===== src/rtl/piso_unloader.sv =====
// Parallel-in, serial-out unloader: captures a WIDTH-bit word through a load/ready
// handshake and streams it one bit per cycle, honouring downstream stall.
module piso_unloader #(
  parameter int WIDTH     = 16,
  parameter bit MSB_FIRST = 1'b1
) (
  input  logic             clk,
  input  logic             reset,
  input  logic             load,
  input  logic [WIDTH-1:0] d,
  input  logic             stall,
  output logic             ready,
  output logic             sout,
  output logic             sout_valid,
  output logic             done,
  output logic             busy
);

  localparam int CW = $clog2(WIDTH);

  typedef enum logic {IDLE = 1'b0, SHIFT = 1'b1} state_t;

  state_t          state, state_nx;
  logic [WIDTH-1:0] shreg;
  logic [CW-1:0]    cnt;
  logic             last;
  logic             advance;

  assign last    = (cnt == CW'(WIDTH - 1));
  assign advance = (state == SHIFT) && !stall;

  always_ff @(posedge clk or posedge reset) begin
    if (reset) state <= IDLE;
    else       state <= state_nx;
  end

  always_comb begin
    state_nx = state;
    case (state)
      IDLE:  if (load)           state_nx = SHIFT;
      SHIFT: if (!stall && last) state_nx = IDLE;
      default:                   state_nx = IDLE;
    endcase
  end

  // Datapath: load in IDLE, shift with zero fill while unstalled, clear after the last bit
  always_ff @(posedge clk or posedge reset) begin
    if (reset) begin
      shreg <= '0;
      cnt   <= '0;
    end else if (state == IDLE) begin
      if (load) begin
        shreg <= d;
        cnt   <= '0;
      end
    end else if (advance) begin
      if (last) begin
        shreg <= '0;
        cnt   <= '0;
      end else begin
        cnt <= cnt + 1'b1;
        if (MSB_FIRST) shreg <= {shreg[WIDTH-2:0], 1'b0};
        else           shreg <= {1'b0, shreg[WIDTH-1:1]};
      end
    end
  end

  always_comb begin
    ready      = (state == IDLE);
    busy       = !ready;
    sout_valid = advance;
    done       = advance && last;
    sout       = 1'b0;
    if (state == SHIFT) sout = MSB_FIRST ? shreg[WIDTH-1] : shreg[0];
  end

endmodule

===== config.mk =====
export PLATFORM = sky130hd
export DESIGN_NAME = piso_unloader
export DESIGN_NICKNAME = d
export VERILOG_FILES = /design/src/rtl/piso_unloader.sv
export SDC_FILE = /design/constraint.sdc
export NUM_CORES = 1
export LEC_CHECK = 0
export ABC_AREA = 0
export BUFFER_PORTS_ARGS = -buffer_cell sky130_fd_sc_hd__buf_2
export CAP_MARGIN = 20
export CORE_MARGIN = 2
export CORE_UTILIZATION = 55
export CTS_CLUSTER_DIAMETER = 60
export DETAILED_ROUTE_END_ITERATION = 7
export HOLD_SLACK_MARGIN = 0.06
export PLACE_DENSITY = 0.82
export SLEW_MARGIN = 20
export SYNTH_ARGS = -nofsm -noshare
export SYNTH_HDL_FRONTEND = slang
export SYNTH_SLANG_ARGS = --single-unit

===== constraint.sdc =====
create_clock -name clk -period 2.9 [get_ports clk]
set_input_delay 0 -clock clk [delete_from_list [all_inputs] [get_ports clk]]
set_output_delay 0 -clock clk [all_outputs]
set_load 0.03 [all_outputs]

==> results.cfg, run 1 <==
[sta]
hold_viol_final = 0
skew_ps = 8.34
min_period_ps = 2060
fin_ws_ps = 838
worstMarginPinSlew_ps = 787
fin_setup_tns_ps = 0
setup_viol = 0
rsz0062_at_grt = false
slew_headroom_pct = 47.4
slew_violations = 0
period_share_pct = 71.1
max_freq_mhz = 485

[drt]
top_layer_used = met4
drtAntennaViolNets = 0
drt_iter0_markers = 25
dr_wl_met3_microns = 115
first_pass_iters = 4
via_per_inst = 5.89
drc = 0
met2_length_microns = 1290
drt-met1-wl_microns = 1030
vias = 954
routed_wl_microns = 2480
wire_per_inst_microns = 15.3

[critical_path]
r2r_end = shreg[14]
rrSetupSlack_ps = 990
worst-setup-path-type = reg -> out
cp.arrival_ps = 2060
r2r_start = busy
path_cells = nand2b_2 -> nor2_1 -> buf_2
reg2reg_depth = 3
crit_fanout = 23
end_kind = output pin
cp_slowest_cell = dfrtp_1
critPathTopFamily = flip-flops
cp.buffers_inverters = 1
max_stage_delay_ps = 840
critPathRequiredTime_ps = 2900
startpoint_type = flip-flop

[cts]
post_cts_buffers = 0
cts_max_level = 1
cts_buffers = 3
clockBufferDepth = 2
post_cts_resized = 0
cts.sinks = 21
cts-root-buf = clkbuf_4
path_clk_slew_ps = 120
hold_buffers = 17
cts_tree = built
clk_latency_ps = 320

[finish]
layout-drive-gt1-share_pct = 24.8
num_antenna_cells = 0
syn2layout_area_growth_pct = 28.7
nets = 159

[logic_synthesis]
ys_seq_area_share_pct = 50.7
synth_flop_cell = dfrtp_1
syn_avg_cell_area_sq_um = 10.5
synth_cell_types = 25
synth_nets = 120
synth_top_cell_area_share_pct = 50.7
synth.cell_area_sq_um = 1040
syn_inst = 99
synth_edf_count = 0
yosys_warnings = 0
async_flop_share_pct = 100
synth-seq-cells = 21
yosysMostFrequentCell = dfrtp_1
yosysTopAreaCell = dfrtp_1
yosys-top-cells-count = dfrtp_1, nand3_1, a2bb2oi_1, o21ai_0, nor2_1
ys_top_cells_by_area = dfrtp_1, a2bb2oi_1, nand3_1, o21ai_0, buf_4

[placed_design]
portBuffers = 24
dp_slack_ps = 1080
hpwlAfterDp_microns = 1420
gp_congestion = 0.724

[pwr]
total_power_uw = 1020
powerDensity_nw_per_um2 = 763
leakagePower_uw = 0.000634
vdd_drop_max_v = 0.000520

[floorplan]
rows = 15
fp.dieH_microns = 47.4
die_width_microns = 47.4
core_area_sq_um = 1750
floorplan.initialDensity_pct = 59.4
dieArea_sq_um = 2250
pin_count = 25

[min_path]
holdPathEnd = cnt[2]
whs_path_depth = 4
hp-start = stall
min_path_type = in -> reg

[run_status]
status = complete, no violations

[grt]
grt_antenna_before_repair = 0
grt_pass1_wl_microns = 3790
grt_use_total_pct = 24.7
grt_pass1_vias = 871
grt_max_degree = 24
gr-total-overflow = 0

[flow_run]
cap_violations = 0
==> logic make-up after synthesis <==
kind of cell	Yosys count	share of synthesized area, %
AND/OR/NAND/NOR	29	15.6
adder cells (fa/ha/maj)	1	1.21
buffers and inverters	11	6.40
AO/OA/AOI/OAI	36	25.2
flip-flops	21	50.7
XOR/XNOR	1	0.846
==> sequential cells by signal, indices dropped and copies added, names as in the netlist <==
| name | count |
|---|---|
| busy | 1 |
| cnt | 4 |
| shreg | 16 |
==> worst max path at each step <==
| stage | from | endpoint | depth (start not counted) |
|---|---|---|---|
| finish | busy | done | 3 |
| global route | busy | done | 3 |
| CTS | busy | done | 3 |
| detailed placement | busy | shreg[15] | 3 |
| global placement | busy | shreg[14] | 3 |
| floorplan | busy | busy | 4 |
==> stage by stage <==
stage	instance area, sq um	hold WS [ps]	utilization [%]	cells
final	1330	52.9	76.4	162
after global routing	1330	97.8	76.4	162
after CTS	1330	64.2	76.4	162
after detailed placement	1140	193	65.1	141
after global placement	1140	178	65.1	141
after floorplan	1040	-23.5	-	99
==> cells in the final DEF (no fill, tap or decap), types with 3 or more instances in the layout <==
cell	synthesis	final
buf_2	1	24
dfrtp_1	21	21
clkbuf_4	0	3
a22o_1	3	3
o21ai_1	3	3
a2bb2oi_1	15	15
nand3_1	16	16
o21ai_0	12	12
inv_1	3	3
nor2_1	6	6
dlygate4sd3_1	0	17
==> power breakdown <==
part	switching (uW)	internal [uW]
clock network	102	51.7
registers	92.3	410
logic	170	193
total	364	654
==> metal layers <==
metal / global-route usage [%] / up-vias
li1: - / 438
met1: 31.9 / 472
met2: 41.1 / 39
met3: 3.46 / 5
met4: 10.6 / 0
met5: 0 / -
==> tightest hold or removal path, delay by kind of cell <==
kind / cells / cell delay (ps)
xor+xnor: 1 / 110
simple gates: 2 / 150
buf+inv: 1 / 90
==> cell type report <==
cell class | instances | area, sq um
sequential | 21 | 526
multi-input combinational | 67 | 444
fill | 125 | 412
timing repair buffer | 41 | 290
tap | 25 | 31.3
clock buffer | 3 | 22.5
inverter | 4 | 15.0
clock inverter | 1 | 5.00
(Power assumes the default switching activity.)
==> run 2: changes to the inputs <==
--- a/config.mk
+++ b/config.mk
@@ -9,11 +9,11 @@
 export BUFFER_PORTS_ARGS = -buffer_cell sky130_fd_sc_hd__buf_2
 export CAP_MARGIN = 20
 export CORE_MARGIN = 2
-export CORE_UTILIZATION = 55
+export CORE_UTILIZATION = 51
 export CTS_CLUSTER_DIAMETER = 60
 export DETAILED_ROUTE_END_ITERATION = 7
 export HOLD_SLACK_MARGIN = 0.06
-export PLACE_DENSITY = 0.82
+export PLACE_DENSITY = 0.77
 export SLEW_MARGIN = 20
 export SYNTH_ARGS = -nofsm -noshare
 export SYNTH_HDL_FRONTEND = slang
==> constraint.sdc (replaced) <==
create_clock -name clk -period 1.9 [get_ports clk]
set_input_delay 0 -clock clk [delete_from_list [all_inputs] [get_ports clk]]
set_output_delay 0 -clock clk [all_outputs]
set_load 0.03 [all_outputs]
==> run 2 against run 1 <==
Against the previous run:
- core utilization down 7.5 points
- die area up 7.2%
- first-iteration DRC count down 16%
- critical path depth up 1
- final cell count up 1.2%
- sequential power up 53%
- clock-buffer cell count rose by 1
- critical endpoint unchanged
- largest power group unchanged
==> results.cfg, run 2 (same netlist as run 1, synthesis figures left out) <==
[cts]
cts_buffers = 3
path_clk_slew_ps = 120
clockBufferDepth = 2
post_cts_buffers = 0
cts.sinks = 21
clk_latency_ps = 310
cts_tree = built
cts_max_level = 1
cts-root-buf = clkbuf_4

[floorplan]
floorplan.initialDensity_pct = 53.4
dieArea_sq_um = 2410
fp.dieH_microns = 49.1
die_width_microns = 49.1
rows = 16
pin_count = 25
core_area_sq_um = 1940

[finish]
syn2layout_area_growth_pct = 29.1
layout_common_cells = buf_2, dfrtp_1, nand3_1
layout-drive-gt1-share_pct = 25.5
largest_reg_flops = 16
nFillCells = 160
num_antenna_cells = 0
final_common_cell = buf_2
nets = 159
largest-register = shreg

[drt]
drtAntennaViolNets = 0
wire_per_inst_microns = 15.0
vias = 920
first_pass_iters = 4
routed_wl_microns = 2450
drc = 0
via_per_inst = 5.61
drt_iter0_markers = 21

[pwr]
pwr-share-seq_pct = 49.3
internal-power_uw = 1010
total_power_uw = 1560
p_comb_share_pct = 36.8
p_sw_uw = 554
clkPwrFrac_pct = 13.9
vdd_drop_max_v = 0.000748
leakagePower_uw = 0.000632
powerDensity_nw_per_um2 = 1170
sw_frac_of_total_pct = 35.4

[sta]
worstMarginPinSlew_ps = 791
period_share_pct = 88.2
min_period_ps = 1680
slew_headroom_pct = 47.2
fin_setup_tns_ps = 0
max_freq_mhz = 597
slew_violations = 0
hold_viol_final = 0
skew_ps = 5.82
rsz0062_at_grt = false
setup_viol = 0

[run_status]
status = complete, no violations

[critical_path]
cp.arrival_ps = 1680
startpoint_type = flip-flop
r2r_start = busy
reg2reg_depth = 4
max_stage_delay_ps = 440
critPathRequiredTime_ps = 1900
path_cells = ha_1 -> nand3_4 -> nor2_1 -> buf_2
r2r_end = shreg[5]
end_kind = output pin
crit_fanout = 17
rrSetupSlack_ps = 460
worst-setup-path-type = reg -> out
cp_slowest_cell = dfrtp_1

[flow_run]
cap_violations = 0

[grt]
grt_pass1_vias = 857
grt_pass1_wl_microns = 4040
gr-total-overflow = 0
grt_antenna_before_repair = 0
grt_use_total_pct = 21.3
grt_max_degree = 22

[min_path]
whs_path_depth = 3
holdPathEnd = shreg[7]
hp-start = d[7]
min_path_type = in -> reg

[placed_design]
portBuffers = 24
gp_congestion = 0.754
hpwlAfterDp_microns = 1460
[run 2: cell count changes in the layout (fill, tap and decap cells not counted), sizes merged]
cell         change
dlygate4sd3      -2
clkinv           -1
clkbuf           +1
buf              +2
[run 2: per-layer routing]
layer	vias up	part of all wire (%)	global-route usage [%]
li1	439	-	-
met1	439	43	30.1
met2	38	51	34.2
met3	4	5.9	3.07
met4	0	0.77	5.24
met5	-	0	0
[run 2: through the flow]
stage | hold WS [ps] | setup WS (ps) | cell area [sq um] | std cells | util (%)
2_1_floorplan | -23.5 | 386 | 1040 | 99 | -
3_3_place_gp | 185 | 499 | 1150 | 145 | 59.4
3_5_place_dp | 183 | 489 | 1150 | 145 | 59.4
4_1_cts | 60.2 | 142 | 1330 | 164 | 68.5
5_1_grt | 72.2 | 102 | 1340 | 164 | 68.9
6_report | 51.4 | 225 | 1340 | 164 | 68.9
[run 2: timing repair]
item                                   4_1_cts  5_1_grt
endpoints found under the hold margin       35        0
setup endpoints to repair                    0        1
resized for setup                            0        1
hold buffers                                15        0
[run 2: worst max-delay path: cells and delay by family (launching register included)]
kind / cells / cell delay (ps)
buffers and inverters: 1 / 220
flip-flops: 1 / 440
adder cells (fa/ha/maj): 1 / 280
AND/OR/NAND/NOR: 2 / 420
[run 2: worst max-delay path by stage]
stage                      start  endpoint  cells after the start
final                     cnt[0]      done                      4
after global routing      cnt[0]      done                      4
after CTS                 cnt[0]      done                      4
after detailed placement    busy  shreg[5]                      4
after global placement    cnt[0]      done                      4
after floorplan             busy      busy                      4
[run 2: area by class of cell]
| class | instances | area (sq um) | area share (%) |
|---|---|---|---|
| Clock buffer | 4 | 26.3 | 1.96 |
| Inverter | 4 | 15.0 | 1.12 |
| Multi-Input combinational cell | 67 | 452 | 33.8 |
| Sequential cell | 21 | 526 | 39.3 |
| Tap cell | 27 | 33.8 | 2.53 |
| Timing Repair Buffer | 41 | 285 | 21.3 |
[run 2: power by group through the flow]
stage / sequential [uW] / clock [uW] / combinational [uW]
2_1_floorplan: 729 / 0 / 448
4_1_cts: 755 / 213 / 566
5_1_grt: 789 / 235 / 632
6_report: 770 / 218 / 574
3_3_place_gp: 753 / 0 / 523
3_5_place_dp: 758 / 0 / 547
==> run 3: changes to the inputs <==
--- a/config.mk
+++ b/config.mk
@@ -13,7 +13,7 @@
 export CTS_CLUSTER_DIAMETER = 60
 export DETAILED_ROUTE_END_ITERATION = 7
 export HOLD_SLACK_MARGIN = 0.06
-export PLACE_DENSITY = 0.77
+export PLACE_DENSITY = 0.85
 export SLEW_MARGIN = 20
 export SYNTH_ARGS = -nofsm -noshare
 export SYNTH_HDL_FRONTEND = slang
==> run 3 against run 2 <==
Against the previous run:
- sequential share of layout area is 0.15 points lower
- first-iteration DRC count is 4.8% higher
- largest power group unchanged
- critical path depth stayed put
- largest cell class unchanged
- global-route usage is 1.4 points higher
==> results.cfg, run 3 (same netlist as run 1, synthesis figures left out) <==
[grt]
grt_pass1_wl_microns = 4130
grt_max_degree = 22
grt.busiest_layer = met2
use_met1_pct = 28.9
grt_use_total_pct = 22.7
grt_pass1_vias = 964
gr-usage-met2_pct = 34.9
grt_antenna_before_repair = 0
gr-total-overflow = 0
grt_use_met3_pct = 6.75

[critical_path]
rrSetupSlack_ps = 420
worst-setup-path-type = reg -> out
startpoint_type = flip-flop
critPathRequiredTime_ps = 1900
crit_fanout = 17
r2r_end = shreg[15]
reg2reg_depth = 3
r2r_start = busy
end_kind = output pin
cp.arrival_ps = 1710

[floorplan]
floorplan.initialDensity_pct = 53.4
dieArea_sq_um = 2410
rows = 16
die_width_microns = 49.1
pin_count = 25
core_area_sq_um = 1940
fp.dieH_microns = 49.1

[finish]
largest_reg_flops = 16
ff_latch_area_sq_um = 526
syn2layout_area_growth_pct = 29.6
final_common_cell = buf_2
largest-register = shreg
nets = 160
nFillCells = 155
postLayoutCoreUtil_pct = 69.1
layout_common_cells = buf_2, dfrtp_1, dlygate4sd3_1
layout-drive-gt1-share_pct = 24.6
num_antenna_cells = 0
multiInputGateArea_sq_um = 444

[drt]
first_pass_iters = 4
drc = 0
vias = 927
routed_wl_microns = 2400
drtAntennaViolNets = 0
via_per_inst = 5.62
wire_per_inst_microns = 14.5
drt_iter0_markers = 22

[sta]
slew_headroom_pct = 49.0
hold_viol_final = 0
fin_setup_tns_ps = 0
rsz0062_at_grt = false
skew_ps = 7.33
worstMarginPinSlew_ps = 764
setup_viol = 0
slew_violations = 0
max_freq_mhz = 585
period_share_pct = 90.0
min_period_ps = 1710

[cts]
cts-root-buf = clkbuf_4
post_cts_resized = 0
clk_latency_ps = 310
cts_tree = built
clockBufferDepth = 2
cts_max_level = 1
path_clk_slew_ps = 110
cts.sinks = 21
cts_buffers = 3

[min_path]
min_path_type = in -> reg
holdPathEnd = cnt[2]
whs_path_depth = 4
hp-start = stall

[run_status]
status = complete, no violations

[flow_run]
cap_violations = 0

[pwr]
powerDensity_nw_per_um2 = 1150
leakagePower_uw = 0.000636
vdd_drop_max_v = 0.000745

[placed_design]
portBuffers = 24
hpwlAfterDp_microns = 1490
gp_congestion = 0.885
==> run 3: layer usage <==
layer | vias to the layer above | share of wire [%]
li1 | 441 | -
met1 | 439 | 42
met2 | 37 | 48
met3 | 10 | 5.7
met4 | 0 | 4.3
met5 | - | 0
==> run 3: area by class of cell <==
cell class,count,share of cell area [%]
multi-input cells,67,33.1
flip-flops and latches,21,39.1
inverters,4,1.12
well taps,27,2.52
repair buffers,42,22.2
clock buffers,4,1.96
==> run 3: power by group <==
group | switching [uW] | internal [uW] | total, uW
Combinational | 272 | 298 | 570
Sequential | 129 | 626 | 756
Clock | 140 | 82.0 | 222
Total | 542 | 1010 | 1550
==> run 3: stage by stage <==
stage | hold WS [ps] | cells | power (uW) | setup WS, ps | instance area [sq um]
after floorplan | -23.5 | 99 | 1180 | 386 | 1040
after global placement | 168 | 144 | 1270 | 536 | 1150
after detailed placement | 180 | 144 | 1300 | 478 | 1150
after CTS | 85.2 | 165 | 1550 | 185 | 1340
after global routing | 85.2 | 165 | 1670 | 86.0 | 1340
final | 101 | 165 | 1550 | 189 | 1340
==> run 3: critical path, cell delays in order, from the launching register on <==
cell	delay, ps
dfrtp_1	430
ha_1	230
nand3_2	290
nor2_1	220
buf_2	230
==> run 3: worst max-delay path by stage <==
| stage | to | from | cells past startpoint | slack, ps |
|---|---|---|---|---|
| after floorplan | busy | busy | 4 | 390 |
| after global placement | cnt[0] | busy | 4 | 540 |
| after detailed placement | shreg[5] | busy | 3 | 480 |
| after CTS | done | cnt[0] | 4 | 180 |
| after global routing | done | cnt[0] | 4 | 90 |
| final | done | cnt[0] | 4 | 190 |
==> run 3: timing repair <==
| item | in CTS | in global routing |
|---|---|---|
| setup buffers | 0 | 0 |
| hold endpoints to repair | 37 | 0 |
| hold buffers | 17 | 0 |
